--- src/rtl/mips_pkg.sv ---
`default_nettype none
// ============================================================================
//  Module      : mips_pkg
//  Description : Shared MIPS core definitions: PcSrc codes, fetch FSM states
//                and the default reset PC.
//  Revision    : 1.0  initial release
// ============================================================================
package mips_pkg;

    // Next-PC select codes driven by the controller
    localparam logic [1:0] PC_SEQ = 2'd0;
    localparam logic [1:0] PC_BEQ = 2'd1;
    localparam logic [1:0] PC_J   = 2'd2;
    localparam logic [1:0] PC_JR  = 2'd3;

    // Default boot address (word aligned)
    localparam logic [31:0] RESET_PC_DEFAULT = 32'h0000_3000;

    // Instruction fetch FSM states
    typedef enum logic [1:0] {
        ST_FETCH = 2'd0,
        ST_HOLD  = 2'd1,
        ST_ERR   = 2'd2
    } fetch_state_t;

endpackage : mips_pkg
`default_nettype wire

--- src/rtl/ifu_npc.sv ---
`default_nettype none
// ============================================================================
//  Module      : npc
//  Description : Combinational next-PC generator (seq / beq / j / jr) and
//                pc+8 link value for jal.
//  Revision    : 1.0  initial release
// ============================================================================
module npc
    import mips_pkg::*;
(
    input  logic [31:0] pc,
    input  logic [31:0] instr,
    input  logic [1:0]  pc_src,
    input  logic        zero,
    input  logic [31:0] rs_data,
    output logic [31:0] npc,
    output logic [31:0] pc8
);

    logic [31:0] w_pc4;
    logic [31:0] w_br_off;
    logic        unused_opcode;

    assign w_pc4    = pc + 32'd4;
    assign pc8      = pc + 32'd8;
    // Sign-extended word offset of the branch immediate
    assign w_br_off = {{14{instr[15]}}, instr[15:0], 2'b00};

    // Opcode field is decoded by the controller, not here
    assign unused_opcode = &{1'b0, instr[31:26]};

    // Select the next PC from the controller's PcSrc code
    always_comb begin
        npc = w_pc4;
        case (pc_src)
            PC_SEQ:  npc = w_pc4;
            PC_BEQ:  npc = zero ? (w_pc4 + w_br_off) : w_pc4;
            PC_J:    npc = {w_pc4[31:28], instr[25:0], 2'b00};
            PC_JR:   npc = rs_data;
            default: npc = w_pc4;
        endcase
    end

endmodule : npc
`default_nettype wire

--- src/rtl/ifu.sv ---
`default_nettype none
// ============================================================================
//  Module      : ifu
//  Description : Instruction fetch unit. Holds the PC, fetches one word over
//                a req/ack handshake, presents it to decode and advances the
//                PC on commit. Misaligned targets trap into a sticky error.
//  Revision    : 1.0  initial release
// ============================================================================
module ifu
    import mips_pkg::*;
#(
    parameter logic [31:0] RESET_PC = RESET_PC_DEFAULT
) (
    input  logic        clk,
    input  logic        reset,
    input  logic [1:0]  pc_src,
    input  logic        zero,
    input  logic [31:0] rs_data,
    input  logic        commit,
    output logic        imem_req,
    output logic [31:0] imem_addr,
    input  logic        imem_ack,
    input  logic [31:0] imem_rdata,
    output logic [31:0] instr,
    output logic        instr_valid,
    output logic [31:0] pc,
    output logic [31:0] pc8,
    output logic        fetch_err,
    output logic [31:0] retired
);

    fetch_state_t r_state;
    logic [31:0]  w_npc;

    npc u_npc (
        .pc      (pc),
        .instr   (instr),
        .pc_src  (pc_src),
        .zero    (zero),
        .rs_data (rs_data),
        .npc     (w_npc),
        .pc8     (pc8)
    );

    // Fetch address is the PC itself; stable for the whole FETCH phase
    assign imem_addr = pc;

    // Fetch FSM with registered handshake/status outputs
    always_ff @(posedge clk) begin
        if (reset) begin
            r_state     <= ST_FETCH;
            pc          <= RESET_PC;
            instr       <= 32'd0;
            retired     <= 32'd0;
            imem_req    <= 1'b1;
            instr_valid <= 1'b0;
            fetch_err   <= 1'b0;
        end else begin
            case (r_state)
                ST_FETCH: begin
                    if (imem_ack) begin
                        instr       <= imem_rdata;
                        r_state     <= ST_HOLD;
                        imem_req    <= 1'b0;
                        instr_valid <= 1'b1;
                    end
                end
                ST_HOLD: begin
                    if (commit) begin
                        retired     <= retired + 32'd1;
                        instr_valid <= 1'b0;
                        if (w_npc[1:0] == 2'b00) begin
                            pc       <= w_npc;
                            r_state  <= ST_FETCH;
                            imem_req <= 1'b1;
                        end else begin
                            r_state   <= ST_ERR;
                            fetch_err <= 1'b1;
                        end
                    end
                end
                ST_ERR: begin
                    imem_req    <= 1'b0;
                    instr_valid <= 1'b0;
                    fetch_err   <= 1'b1;
                end
                default: begin
                    r_state     <= ST_ERR;
                    imem_req    <= 1'b0;
                    instr_valid <= 1'b0;
                    fetch_err   <= 1'b1;
                end
            endcase
        end
    end

endmodule : ifu
`default_nettype wire

--- config.mk ---
export PLATFORM = sky130hd
export DESIGN_NAME = ifu
export DESIGN_NICKNAME = d
export VERILOG_FILES = /design/src/rtl/mips_pkg.sv /design/src/rtl/ifu_npc.sv /design/src/rtl/ifu.sv
export SDC_FILE = /design/constraint.sdc
export NUM_CORES = 1
export LEC_CHECK = 0
export BUFFER_PORTS_ARGS = -buffer_cell sky130_fd_sc_hd__buf_2
export CORE_MARGIN = 1.5
export CORE_UTILIZATION = 24
export CTS_BUF_LIST = sky130_fd_sc_hd__clkbuf_8 sky130_fd_sc_hd__clkbuf_16
export DETAILED_ROUTE_END_ITERATION = 8
export GPL_ROUTABILITY_DRIVEN = 0
export HOLD_SLACK_MARGIN = 0.15
export SLEW_MARGIN = 20
export SYNTH_ARGS = -nofsm -noshare
export SYNTH_HDL_FRONTEND = slang
export SYNTH_HIERARCHICAL = 1
export SYNTH_SLANG_ARGS = --single-unit
--- constraint.sdc ---
create_clock -name clk -period 5.2 [get_ports clk]
set_clock_uncertainty 0.05 [all_clocks]
set_input_delay 0.52 -clock clk [delete_from_list [all_inputs] [get_ports clk]]
set_output_delay 0.52 -clock clk [all_outputs]
set_load 0.02 [all_outputs]
== Word-level counts from Yosys, hierarchy flattened ==
Index checks and enable logic that the tools add are counted.

* Output and inout port bits: 163
* Flip-flop bits (word level): 101
* Input bits: 71
* Logic and storage cells: 48

* Add/sub/neg operators: 4
* Equal/unequal tests: 9
* Bitwise gates (word level): 2
* Mux-type cells: 16
* Reduce and logical (&&, ||, !) cells: 10

{| class="wikitable"
|+ Operator list
! kind !! count
|-
| case mux 32 bit (4 select lines) || 1
|-
| adder 32 x 1 -> 32 bit, second input constant || 1
|-
| adder 32 x 3 -> 32 bit, second input constant || 1
|-
| adder 32 bit || 1
|-
| adder 32 x 4 -> 32 bit, second input constant || 1
|-
| two-way mux 32 bit || 1
|-
| AND reduction 3 bit || 4
|-
| != test 2 bit, second input constant || 4
|-
| two-way mux 1 bit || 7
|-
| == test 2 bit, second input constant || 3
|-
| zero test 2 bit || 3
|-
| two-way mux 2 bit || 3
|-
| case mux 1 bit (2 select lines) || 3
|-
| case mux 2 bit (3 select lines) || 1
|-
| AND reduction 2 bit || 3
|-
| == test 2 x 1 -> 1 bit, second input constant || 2
|-
| NOT 1 bit || 2
|}

== Depth between registers and ports, before layout ==
Gate-level depths: netlist (run 1).

* Word-level depth: 8
* Gate-level depth with buffers: 20
* Depth with buffers taken out: 19

== By module ==
Netlist (run 1), hierarchy kept.

{| class="wikitable"
|+ By module, submodules not included
! module !! sequential area each (um2) !! instances !! cells each !! area an instance (um2)
|-
| ifu || 2021.9 || 1 || 517 || 4224.1
|-
| npc || 0.0 || 1 || 519 || 3589.7
|}

== Least setup slack after synthesis (run 1) ==
Ideal clock, no wire load.

* Kind: reg-to-reg
* Start point: register pc[2], in the netlist imem_addr[2]
* End point: register pc[28], in the netlist imem_addr[28]
* Required time: 5.018 ns
* Setup slack: 1.332 ns
* Stages on the path, launching flop included: 18
* Buffers on the path: 0
* Library setup time: 0.132 ns
* Arrival time: 3.685 ns
* Clock period less this slack: 3.868 ns
* Path through: dfxtp_1 -> ha_1 -> nand3_1 -> nor4_2 -> nand2_1 -> xnor2_1 -> ha_1 -> and3_1 -> a21oi_1 -> o21ai_0 -> a21oi_1 -> nand3_2 -> o31a_1 -> a221oi_2 -> xor2_1 -> a21oi_1 -> nand2_1 -> a21oi_1

* Word-level cells in the longest chain between the ends: 4

{| class="wikitable"
|+ Ends and longest elaborated chain
! item !! line !! text
|-
| from (decl) || ifu.sv:26 || <nowiki>output logic [31:0] pc,</nowiki>
|-
| from (signal assigned) || ifu.sv:73 || <nowiki>pc <= w_npc;</nowiki>
|-
| adder 32 x 3 -> 32 bit (*) || ifu_npc.sv:24 || <nowiki>assign w_pc4 = pc + 32'd4;</nowiki>
|-
| adder 32 bit || ifu_npc.sv:37 || <nowiki>PC_BEQ: npc = zero ? (w_pc4 + w_br_off) : w_pc4;</nowiki>
|-
| two-way mux 32 bit || ifu_npc.sv:37 ||
|-
| case mux 32 bit (4 select lines) (*) || ifu_npc.sv:35 || <nowiki>case (pc_src)</nowiki>
|-
| named net w_npc[28] || ifu.sv:33 || <nowiki>logic [31:0] w_npc;</nowiki>
|}

Mark *: on every way through the listed nets, which the timed path passes. The rest lies on a longest branch.
A chain may end at the register's enable or synchronous reset.

== Worst setup path after layout (run 1) ==
* Start point: register pc[16], in the netlist imem_addr[16]
* End point: register pc[31], in the netlist imem_addr[31]

Same word-level chain as after synthesis.

==> flow_metrics.env, run 1 <==
export IMPL_hp_class="primary input to flop"
export IMPL_p_per_area_nw_per_um2=204
export IMPL_pwr_share_seq_pct=43.8
export IMPL_drive_above_1_share_pct=24.6
export IMPL_start_util_pct=24.6
export IMPL_drtIter0Drc=628
export IMPL_avgViaCountPerCell=4.99
export IMPL_finalMaxSlewViolations=0
export IMPL_most_common_layout_cells="buf_2, nand2_1, a21oi_1"
export IMPL_syn_nets=1146
export IMPL_fin_crit_ns=4.29
export IMPL_slew_headroom_pct=35.8
export IMPL_seq_area_frac_synth_pct=25.9
export IMPL_period_share_pct=82.4
export IMPL_ys_types=74
export IMPL_die_h_um=183
export IMPL_r2r_cells=18
export IMPL_fmax_mhz=233
export IMPL_rrSetupSlack_ns=0.91
export IMPL_setup_viol=0
export IMPL_grt_pass1_vias=7725
export IMPL_r2r_end="imem_addr[31]"
export IMPL_boundaryPins=234
export IMPL_h_tree_depth=3
export IMPL_pwr_share_clk_pct=35.7
export IMPL_cts_buffer_depth=2
export IMPL_hp_start="imem_rdata[14]"
export IMPL_ys_ff_latch=101
export IMPL_antenna_found_initial=11
export IMPL_status="completed"
export IMPL_postLayoutSetupSlackWorst_ns=0.913
export IMPL_gr_total_overflow=0
export IMPL_area_growth_pct=20.5
export IMPL_nNetsFinal=1311
export IMPL_syn_inst=1036
export IMPL_worstSetupEndpointType="flop"
export IMPL_synth_area_um2=7810
export IMPL_tritoncts="yes"
export IMPL_antenna_left=0
export IMPL_start_kind="flop"
export IMPL_p_int_mw=1.27
export IMPL_path_clk_slew_ns=0.08
export IMPL_cp_arrival_ns=4.53
export IMPL_pwr_share_comb_pct=20.5
export IMPL_drv_cap=0
export IMPL_holdBufCountCts=0
export IMPL_r2r_start="imem_addr[16]"
export IMPL_yosys_warnings=6
export IMPL_synthFlopType="dfxtp_1"
export IMPL_final_common_cell="buf_2"
export IMPL_grt_pass1_wl_um=45200
export IMPL_stdcell_area_um2=9420
export IMPL_synth_edff_count=0
export IMPL_post_cts_setup_buffers=0
export IMPL_placed_cell_area_um2=9110
export IMPL_rsz0062_at_grt="false"
export IMPL_required_ns=5.44
export IMPL_cp_max_fo=9
export IMPL_wl_per_cell_um=18.0
export IMPL_insertion_delay_ns=0.36
export IMPL_numCtsBuffers=9
export IMPL_pre_cts_slack_ns=0.979
export IMPL_setup_tns_ns=0
export IMPL_p_switching_mw=0.649
export IMPL_irDropWorstVdd_mv=0.122
export IMPL_die_x_um=183
export IMPL_worst_pin_slew_ns=0.961
export IMPL_die_area_um2=33600
export IMPL_postSynth_asyncResetShare_pct=0
export IMPL_drt_total_wl_um=29600
export IMPL_drt_pass1_iterations=6
export IMPL_cts_root_buf="clkbuf_16"
export IMPL_fill_cells=3494
export IMPL_power_leakage_nw=4.19
export IMPL_vias=8217
export IMPL_avgSynthCellArea_um2=7.54
export IMPL_swShare_pct=33.8
export IMPL_min_to="instr[14]"
export IMPL_design_core_area_um2=31800
export IMPL_num_rows=65
export IMPL_cts_resized=0
export IMPL_clock_sinks=101
export IMPL_dp_hpwl_um=22400
export IMPL_hold_violations=0
export IMPL_path_class="flop to flop"
export IMPL_grt_total_usage_pct=17.4
export IMPL_drc=0
export IMPL_hold_depth=3
export IMPL_port_buffers=233
export IMPL_power_mw=1.92
export IMPL_grt_max_degree=105
-- power by group through the flow --
stage	Clock [mW]	Sequential [mW]	Combinational, mW
after floorplan	0	0.874	0.238
after global placement	0	0.860	0.390
after detailed placement	0	0.861	0.393
after CTS	0.715	0.842	0.394
after global routing	0.747	0.847	0.431
final	0.687	0.842	0.393
-- cell usage after synthesis, types with 15 or more instances --
| cell type | count | area (µm²) |
|---|---|---|
| nand2_1 | 194 | 728 |
| a21oi_1 | 137 | 686 |
| dfxtp_1 | 101 | 2020 |
| nor2_1 | 80 | 300 |
| xnor2_1 | 50 | 438 |
| xor2_1 | 39 | 342 |
| buf_4 | 38 | 285 |
| ha_1 | 38 | 475 |
| clkbuf_1 | 34 | 128 |
| o21ai_0 | 32 | 160 |
| nand4_1 | 25 | 156 |
| nand3_1 | 24 | 120 |
| inv_1 | 19 | 71.3 |
| o31ai_1 | 18 | 135 |
| and3_1 | 16 | 100 |
| or4_1 | 15 | 113 |
-- worst max path at each step --
stage	slack [ns]	depth (start not counted)	start	end
detailed placement	0.98	17	imem_addr[6]	imem_addr[28]
CTS	0.95	17	imem_addr[6]	imem_addr[28]
finish	0.91	18	imem_addr[16]	imem_addr[31]
global route	0.53	17	imem_addr[6]	imem_addr[22]
floorplan	1.33	17	imem_addr[2]	imem_addr[28]
global placement	1.00	17	imem_addr[6]	imem_addr[28]
-- critical path, cell delays in order, from the launching register on --
cell     delay, ns
dfxtp_1       0.51
and4_1        0.30
and3_1        0.32
and3_1        0.24
and3_1        0.28
and3_1        0.24
nand2_1       0.10
xnor2_1       0.32
ha_1          0.37
a21o_1        0.20
a21oi_1       0.14
o21ai_0       0.10
a21oi_1       0.16
o31ai_1       0.10
xor2_1        0.16
and4_1        0.23
nor3_1        0.19
nand2_1       0.08
a21oi_1       0.13
-- through the flow --
step                util (%)  instances  hold slack (ns)
finish                  29.6       1648            0.337
global route            29.6       1641            0.319
CTS                     29.6       1641            0.315
detailed placement      28.7       1625            0.394
global placement        28.7       1625            0.385
floorplan                  -       1036            0.436
-- metal layers --
layer	part of all wire [%]	GRT usage (%)	vias up
met5	0.22	0	-
met4	3.0	6.52	10
met3	8.8	4.85	53
met2	45	27.2	343
met1	43	22.7	3817
li1	-	-	3994
-- logic make-up (layout without fill, tap and decap cells) --
| kind of cell | Yosys count | after routing | share of synthesized area, % |
|---|---|---|---|
| simple gates | 421 | 421 | 26.3 |
| compound gates | 256 | 256 | 19.8 |
| buf+inv | 108 | 278 | 7.24 |
| flops | 101 | 101 | 25.9 |
| xor+xnor | 91 | 91 | 10.4 |
| fa+ha+maj | 39 | 39 | 6.34 |
| mux | 20 | 20 | 4.12 |
| other cells | 0 | 7 | 0 |
-- registers in the layout, indices dropped and copies added (netlist names) --
register     count
imem_addr       32
instr           32
retired         32
r_state          2
fetch_err        1
imem_req         1
instr_valid      1
-- layout make-up --
class / instances / area, µm² / share of cell area [%]
clock buffers: 9 / 225 / 2.39
clock inverters: 7 / 57.6 / 0.611
flip-flops and latches: 101 / 2020 / 21.5
diodes: 7 / 17.5 / 0.186
multi-input cells: 827 / 5230 / 55.6
inverters: 20 / 75.1 / 0.797
repair buffers: 242 / 1240 / 13.2
well taps: 435 / 544 / 5.78
No activity file was read; power rests on OpenSTA's default activity.
==> run 2, diff against run 1 <==
- clock period: 5.2 -> 4 ns (I/O delays scaled with it)
==> run 2 against run 1 <==
Final cell count up 3.1%. Sequential cell count unchanged. Hold slack worse by 0.11 ns. Sequential power up 28%. Routed wire length up 1.0%. Non-clock buffer count up 51. Core utilization up 2.0 points. Register-to-register slack worse by 0.72 ns. Global-route usage down 0.060 points. Setup slack worse by 0.72 ns. Clock-buffer cell count up 3. Largest cell class unchanged.
==> flow_metrics.env, run 2 (synthesis gave the netlist of run 1 again) <==
export IMPL_period_share_pct=95.2
export IMPL_fmax_mhz=262
export IMPL_fill_cells=3506
export IMPL_fin_crit_ns=3.81
export IMPL_start_kind="flop"
export IMPL_drt_total_wl_um=29900
export IMPL_regArea_um2=2020
export IMPL_setup_tns_ns=0
export IMPL_wl_per_cell_um=17.6
export IMPL_p_switching_mw=0.811
export IMPL_cpMostUsedCell="a21oi_1"
export IMPL_port_buffers=233
export IMPL_path_clk_slew_ns=0.08
export IMPL_numCtsBuffers=9
export IMPL_power_leakage_nw=4.54
export IMPL_postLayoutSetupSlackWorst_ns=0.190
export IMPL_tritoncts="yes"
export IMPL_slew_headroom_pct=30.8
export IMPL_antenna_left=0
export IMPL_holdBufCountCts=0
export IMPL_antenna_found_initial=10
export IMPL_start_util_pct=24.6
export IMPL_grt_total_usage_pct=17.3
export IMPL_finalMaxSlewViolations=0
export IMPL_worstSetupEndpointType="flop"
export IMPL_power_mw=2.59
export IMPL_num_rows=65
export IMPL_path_cells="ha_2 > buf_4 > nand2_1 > xnor2_1 > ha_1 > a21o_1 > a21oi_1 > a21oi_1 > o31a_1 > a21oi_2 > xor2_1 > a21oi_1 > mux4_1 > nand2_1 > a21oi_1"
export IMPL_design_core_area_um2=31800
export IMPL_path_depth=15
export IMPL_r2r_cells=15
export IMPL_status="completed"
export IMPL_area_growth_pct=28.5
export IMPL_setup_viol=0
export IMPL_most_common_layout_cells="buf_2, nand2_1, a21oi_1"
export IMPL_h_tree_depth=3
export IMPL_crit_path_top_delay_cell="mux4_1"
export IMPL_hold_depth=3
export IMPL_die_h_um=183
export IMPL_drive_above_1_share_pct=30.2
export IMPL_crit_path_max_incr_delay_ns=0.51
export IMPL_cp_arrival_ns=3.95
export IMPL_pwr_share_seq_pct=41.7
export IMPL_vias=8361
export IMPL_drv_cap=0
export IMPL_swShare_pct=31.3
export IMPL_critPathTopFamily="compound AO/OA/AOI/OAI gates"
export IMPL_avgViaCountPerCell=4.92
export IMPL_required_ns=4.14
export IMPL_grt_pass1_vias=7767
export IMPL_post_route_util_pct=31.6
export IMPL_drtIter0Drc=527
export IMPL_cp_max_fo=5
export IMPL_worst_pin_slew_ns=1.04
export IMPL_multiInputGateArea_um2=5430
export IMPL_pre_cts_slack_ns=0.113
export IMPL_nNetsFinal=1362
export IMPL_boundaryPins=234
export IMPL_final_common_cell="buf_2"
export IMPL_die_x_um=183
export IMPL_die_area_um2=33600
export IMPL_cts_root_buf="clkbuf_16"
export IMPL_pwr_share_comb_pct=21.7
export IMPL_irDropWorstVdd_mv=0.171
export IMPL_hold_violations=0
export IMPL_drc=0
export IMPL_pwr_share_clk_pct=36.6
export IMPL_p_per_area_nw_per_um2=258
export IMPL_path_class="flop to flop"
export IMPL_clock_sinks=101
export IMPL_grt_max_degree=90
export IMPL_insertion_delay_ns=0.35
export IMPL_grt_pass1_wl_um=45200
export IMPL_dp_hpwl_um=23100
export IMPL_cts_buffer_depth=2
export IMPL_cp_num_buf_inv=1
export IMPL_drt_pass1_iterations=5
export IMPL_p_int_mw=1.78
export IMPL_gr_total_overflow=0
export IMPL_hp_class="primary input to flop"
==> run 2: cell count changes in the layout (fill, tap and decap cells not counted), sizes merged <==
cell,delta
buf,+51
clkbuf,+3
inv,-2
bufinv,+1
clkinv,-1
clkinvlp,-1
==> run 2: area by class of cell <==
cell class	instances	share of cell area [%]
clock buffer	12	2.65
sequential	101	20.2
timing repair buffer	293	16.3
multi-input combinational	827	54.1
clock inverter	4	0.461
antenna	7	0.174
inverter	20	0.748
tap	435	5.42
==> run 2: worst reg2reg max path, delay by kind of cell (launching register included) <==
| family | cells | cell delay, ns |
|---|---|---|
| multiplexers | 1 | 0.51 |
| XOR/XNOR | 2 | 0.56 |
| flip-flops | 1 | 0.36 |
| adder cells (fa/ha/maj) | 2 | 0.57 |
| AO/OA/AOI/OAI | 7 | 1.32 |
| buffers and inverters | 1 | 0.15 |
| AND/OR/NAND/NOR | 2 | 0.14 |
==> run 2: final timing paths <==
kind | startpoint | end | slack, ns
worst max-delay path | imem_addr[3] | imem_addr[23] | 0.19
worst max register to register | imem_addr[3] | imem_addr[23] | 0.19
worst min register to register | fetch_err | fetch_err | 0.40
worst min-delay path | imem_rdata[21] | instr[21] | 0.23
==> run 2: metrics by stage <==
step / cells / cell area (µm²) / hold slack [ns]
2_1_floorplan: 1036 / 7810 / 0.436
3_3_place_gp: 1667 / 9440 / 0.385
3_5_place_dp: 1667 / 9440 / 0.396
4_1_cts: 1683 / 9750 / 0.216
5_1_grt: 1692 / 10000 / 0.230
6_report: 1699 / 10000 / 0.232
==> run 2: repair_timing <==
action	in CTS	in global routing
buffers inserted	0	9
endpoints found under the setup margin	0	12
gates resized for setup	0	41
==> run 2: power by group through the flow <==
stage | sequential, mW | clock (mW) | combinational (mW)
final | 1.08 | 0.950 | 0.563
after global routing | 1.09 | 1.01 | 0.616
after CTS | 1.08 | 0.981 | 0.547
after detailed placement | 1.10 | 0 | 0.545
after global placement | 1.10 | 0 | 0.539
after floorplan | 1.14 | 0 | 0.310
==> run 2: per-layer routing <==
metal	wire (µm)	share of wire (%)	global-route usage, %	vias to the layer above
li1	-	-	-	4088
met1	13100	44	22.6	3878
met2	13400	45	27.8	348
met3	2630	8.8	4.73	41
met4	665	2.2	5.21	6
met5	40	0.13	0	-
==> run 3, diff against run 2 <==
- clock period: 4 -> 4.65 ns (I/O delays scaled with it)
==> run 3 against run 2 <==
Setup slack better by 0.15 ns. Via count down 1.6%. Register-to-register slack better by 0.15 ns. Sequential share of layout area up 0.97 points. Routed wire length down 0.70%. Global-route usage down 0.28 points. Sequential power down 13%. Critical path depth up 3. Power down 13%. Clock power down 8.4%. Non-clock buffer count down 36. Critical path type unchanged.
==> flow_metrics.env, run 3 (synthesis gave the netlist of run 1 again) <==
export IMPL_status="completed"
export IMPL_postLayoutSetupSlackWorst_ns=0.339
export IMPL_boundaryPins=234
export IMPL_setup_viol=0
export IMPL_antenna_left=0
export IMPL_avgViaCountPerCell=4.96
export IMPL_start_util_pct=24.6
export IMPL_dp_hpwl_um=22700
export IMPL_path_class="flop to flop"
export IMPL_grt_total_usage_pct=17.1
export IMPL_worst_pin_slew_ns=0.932
export IMPL_nNetsFinal=1326
export IMPL_placed_cells=1638
export IMPL_die_area_um2=33600
export IMPL_p_switching_mw=0.727
export IMPL_most_common_layout_cells="buf_2, nand2_1, a21oi_1"
export IMPL_cts_root_buf="clkbuf_16"
export IMPL_area_growth_pct=22.4
export IMPL_cts_buffer_depth=2
export IMPL_drc=0
export IMPL_die_h_um=183
export IMPL_required_ns=4.81
export IMPL_pwr_share_comb_pct=20.1
export IMPL_p_per_area_nw_per_um2=236
export IMPL_antenna_found_initial=10
export IMPL_irDropWorstVdd_mv=0.150
export IMPL_drtIter0Drc=508
export IMPL_tritoncts="yes"
export IMPL_fmax_mhz=232
export IMPL_insertion_delay_ns=0.35
export IMPL_pre_cts_slack_ns=0.417
export IMPL_grt_max_degree=68
export IMPL_design_core_area_um2=31800
export IMPL_drt_total_wl_um=29700
export IMPL_hold_violations=0
export IMPL_power_leakage_nw=4.29
export IMPL_finalMaxSlewViolations=0
export IMPL_drt_pass1_iterations=5
export IMPL_p_int_mw=1.53
export IMPL_port_buffers=233
export IMPL_cp_arrival_ns=4.47
export IMPL_path_cells="ha_1 > nand3_1 > nor4_4 > buf_4 > nand4_1 > xnor2_1 > ha_1 > a21o_1 > a21oi_1 > o21ai_0 > a21oi_1 > nand3_2 > xor2_1 > a221oi_1 > a21boi_0 > o22ai_1 > nand2_1 > a21oi_1"
export IMPL_hp_class="primary input to flop"
export IMPL_swShare_pct=32.2
export IMPL_die_x_um=183
export IMPL_slew_headroom_pct=37.6
export IMPL_grt_pass1_wl_um=44200
export IMPL_period_share_pct=92.7
export IMPL_vias=8231
export IMPL_drive_above_1_share_pct=25.6
export IMPL_path_clk_slew_ns=0.08
export IMPL_grt_pass1_vias=7576
export IMPL_final_common_cell="buf_2"
export IMPL_wl_per_cell_um=17.9
export IMPL_worstSetupEndpointType="flop"
export IMPL_pwr_share_clk_pct=38.5
export IMPL_setup_tns_ns=0
export IMPL_post_route_util_pct=30.1
export IMPL_fin_cells=1661
export IMPL_pwr_share_seq_pct=41.4
export IMPL_crit_path_max_incr_delay_ns=0.46
export IMPL_cpMostUsedCell="a21oi_1"
export IMPL_numCtsBuffers=9
export IMPL_start_kind="flop"
export IMPL_num_rows=65
export IMPL_fin_crit_ns=4.31
export IMPL_gr_total_overflow=0
export IMPL_cp_max_fo=7
export IMPL_crit_path_top_delay_cell="dfxtp_1"
export IMPL_h_tree_depth=3
export IMPL_drv_cap=0
export IMPL_clock_sinks=101
-- run 3: cell count changes in the layout (fill, tap and decap cells not counted), moves of 3 or more --
cell      before  now
buf_4         60   25
ha_1          31   38
xnor2_1       42   49
xnor2_2        7    1
ha_2           5    0
clkbuf_8       3    0
nor2_1        76   79
nor2_2         5    2
-- run 3: metal layers --
metal | vias up | GRT usage, % | wire length, µm | part of all wire (%)
li1 | 4019 | - | - | -
met3 | 46 | 3.66 | 2270 | 7.6
met1 | 3822 | 22.8 | 13400 | 45
met4 | 10 | 5.70 | 699 | 2.4
met5 | - | 0 | 59 | 0.20
met2 | 334 | 27.2 | 13200 | 45
-- run 3: critical path: cells and delay by family (launching register included) --
family          cells  cell delay [ns]
compound gates      8             1.32
buf+inv             1             0.19
fa+ha+maj           2             0.67
simple gates        5             0.88
flops               1             0.46
xor+xnor            2             0.57
-- run 3: power groups by stage --
stage / combinational, mW / sequential, mW / clock (mW)
2_1_floorplan: 0.266 / 0.978 / 0
3_3_place_gp: 0.448 / 0.955 / 0
3_5_place_dp: 0.452 / 0.956 / 0
4_1_cts: 0.454 / 0.936 / 0.893
5_1_grt: 0.495 / 0.940 / 0.922
6_report: 0.454 / 0.935 / 0.870
-- run 3: layout make-up --
| type | count | area, µm² |
|---|---|---|
| well taps | 435 | 544 |
| clock inverters | 7 | 97.6 |
| flip-flops and latches | 101 | 2020 |
| multi-input cells | 827 | 5240 |
| repair buffers | 257 | 1350 |
| clock buffers | 9 | 225 |
| fillers | 3500 | 22200 |
| inverters | 20 | 75.1 |
| diodes | 5 | 12.5 |
-- run 3: path summary, 6_finish.rpt --
kind                   from            end  slack, ns  cells after the start
min          imem_rdata[26]      instr[26]       0.29                      3
max reg2reg    imem_addr[4]  imem_addr[22]       0.34                     18
max            imem_addr[4]  imem_addr[22]       0.34                     18
min reg2reg       fetch_err      fetch_err       0.40                      2
-- run 3: metrics by stage --
step / hold slack, ns / total power [mW] / area (µm²)
floorplan: 0.436 / 1.24 / 7810
global placement: 0.385 / 1.40 / 9210
detailed placement: 0.390 / 1.41 / 9210
CTS: 0.276 / 2.28 / 9530
global route: 0.282 / 2.36 / 9550
finish: 0.292 / 2.26 / 9570
-- run 3: repair_timing --
action,in CTS,in global routing
setup endpoints to repair,0,2
hold endpoints to repair,0,0
hold buffers,0,0
setup buffers,0,2
gates resized for setup,0,1
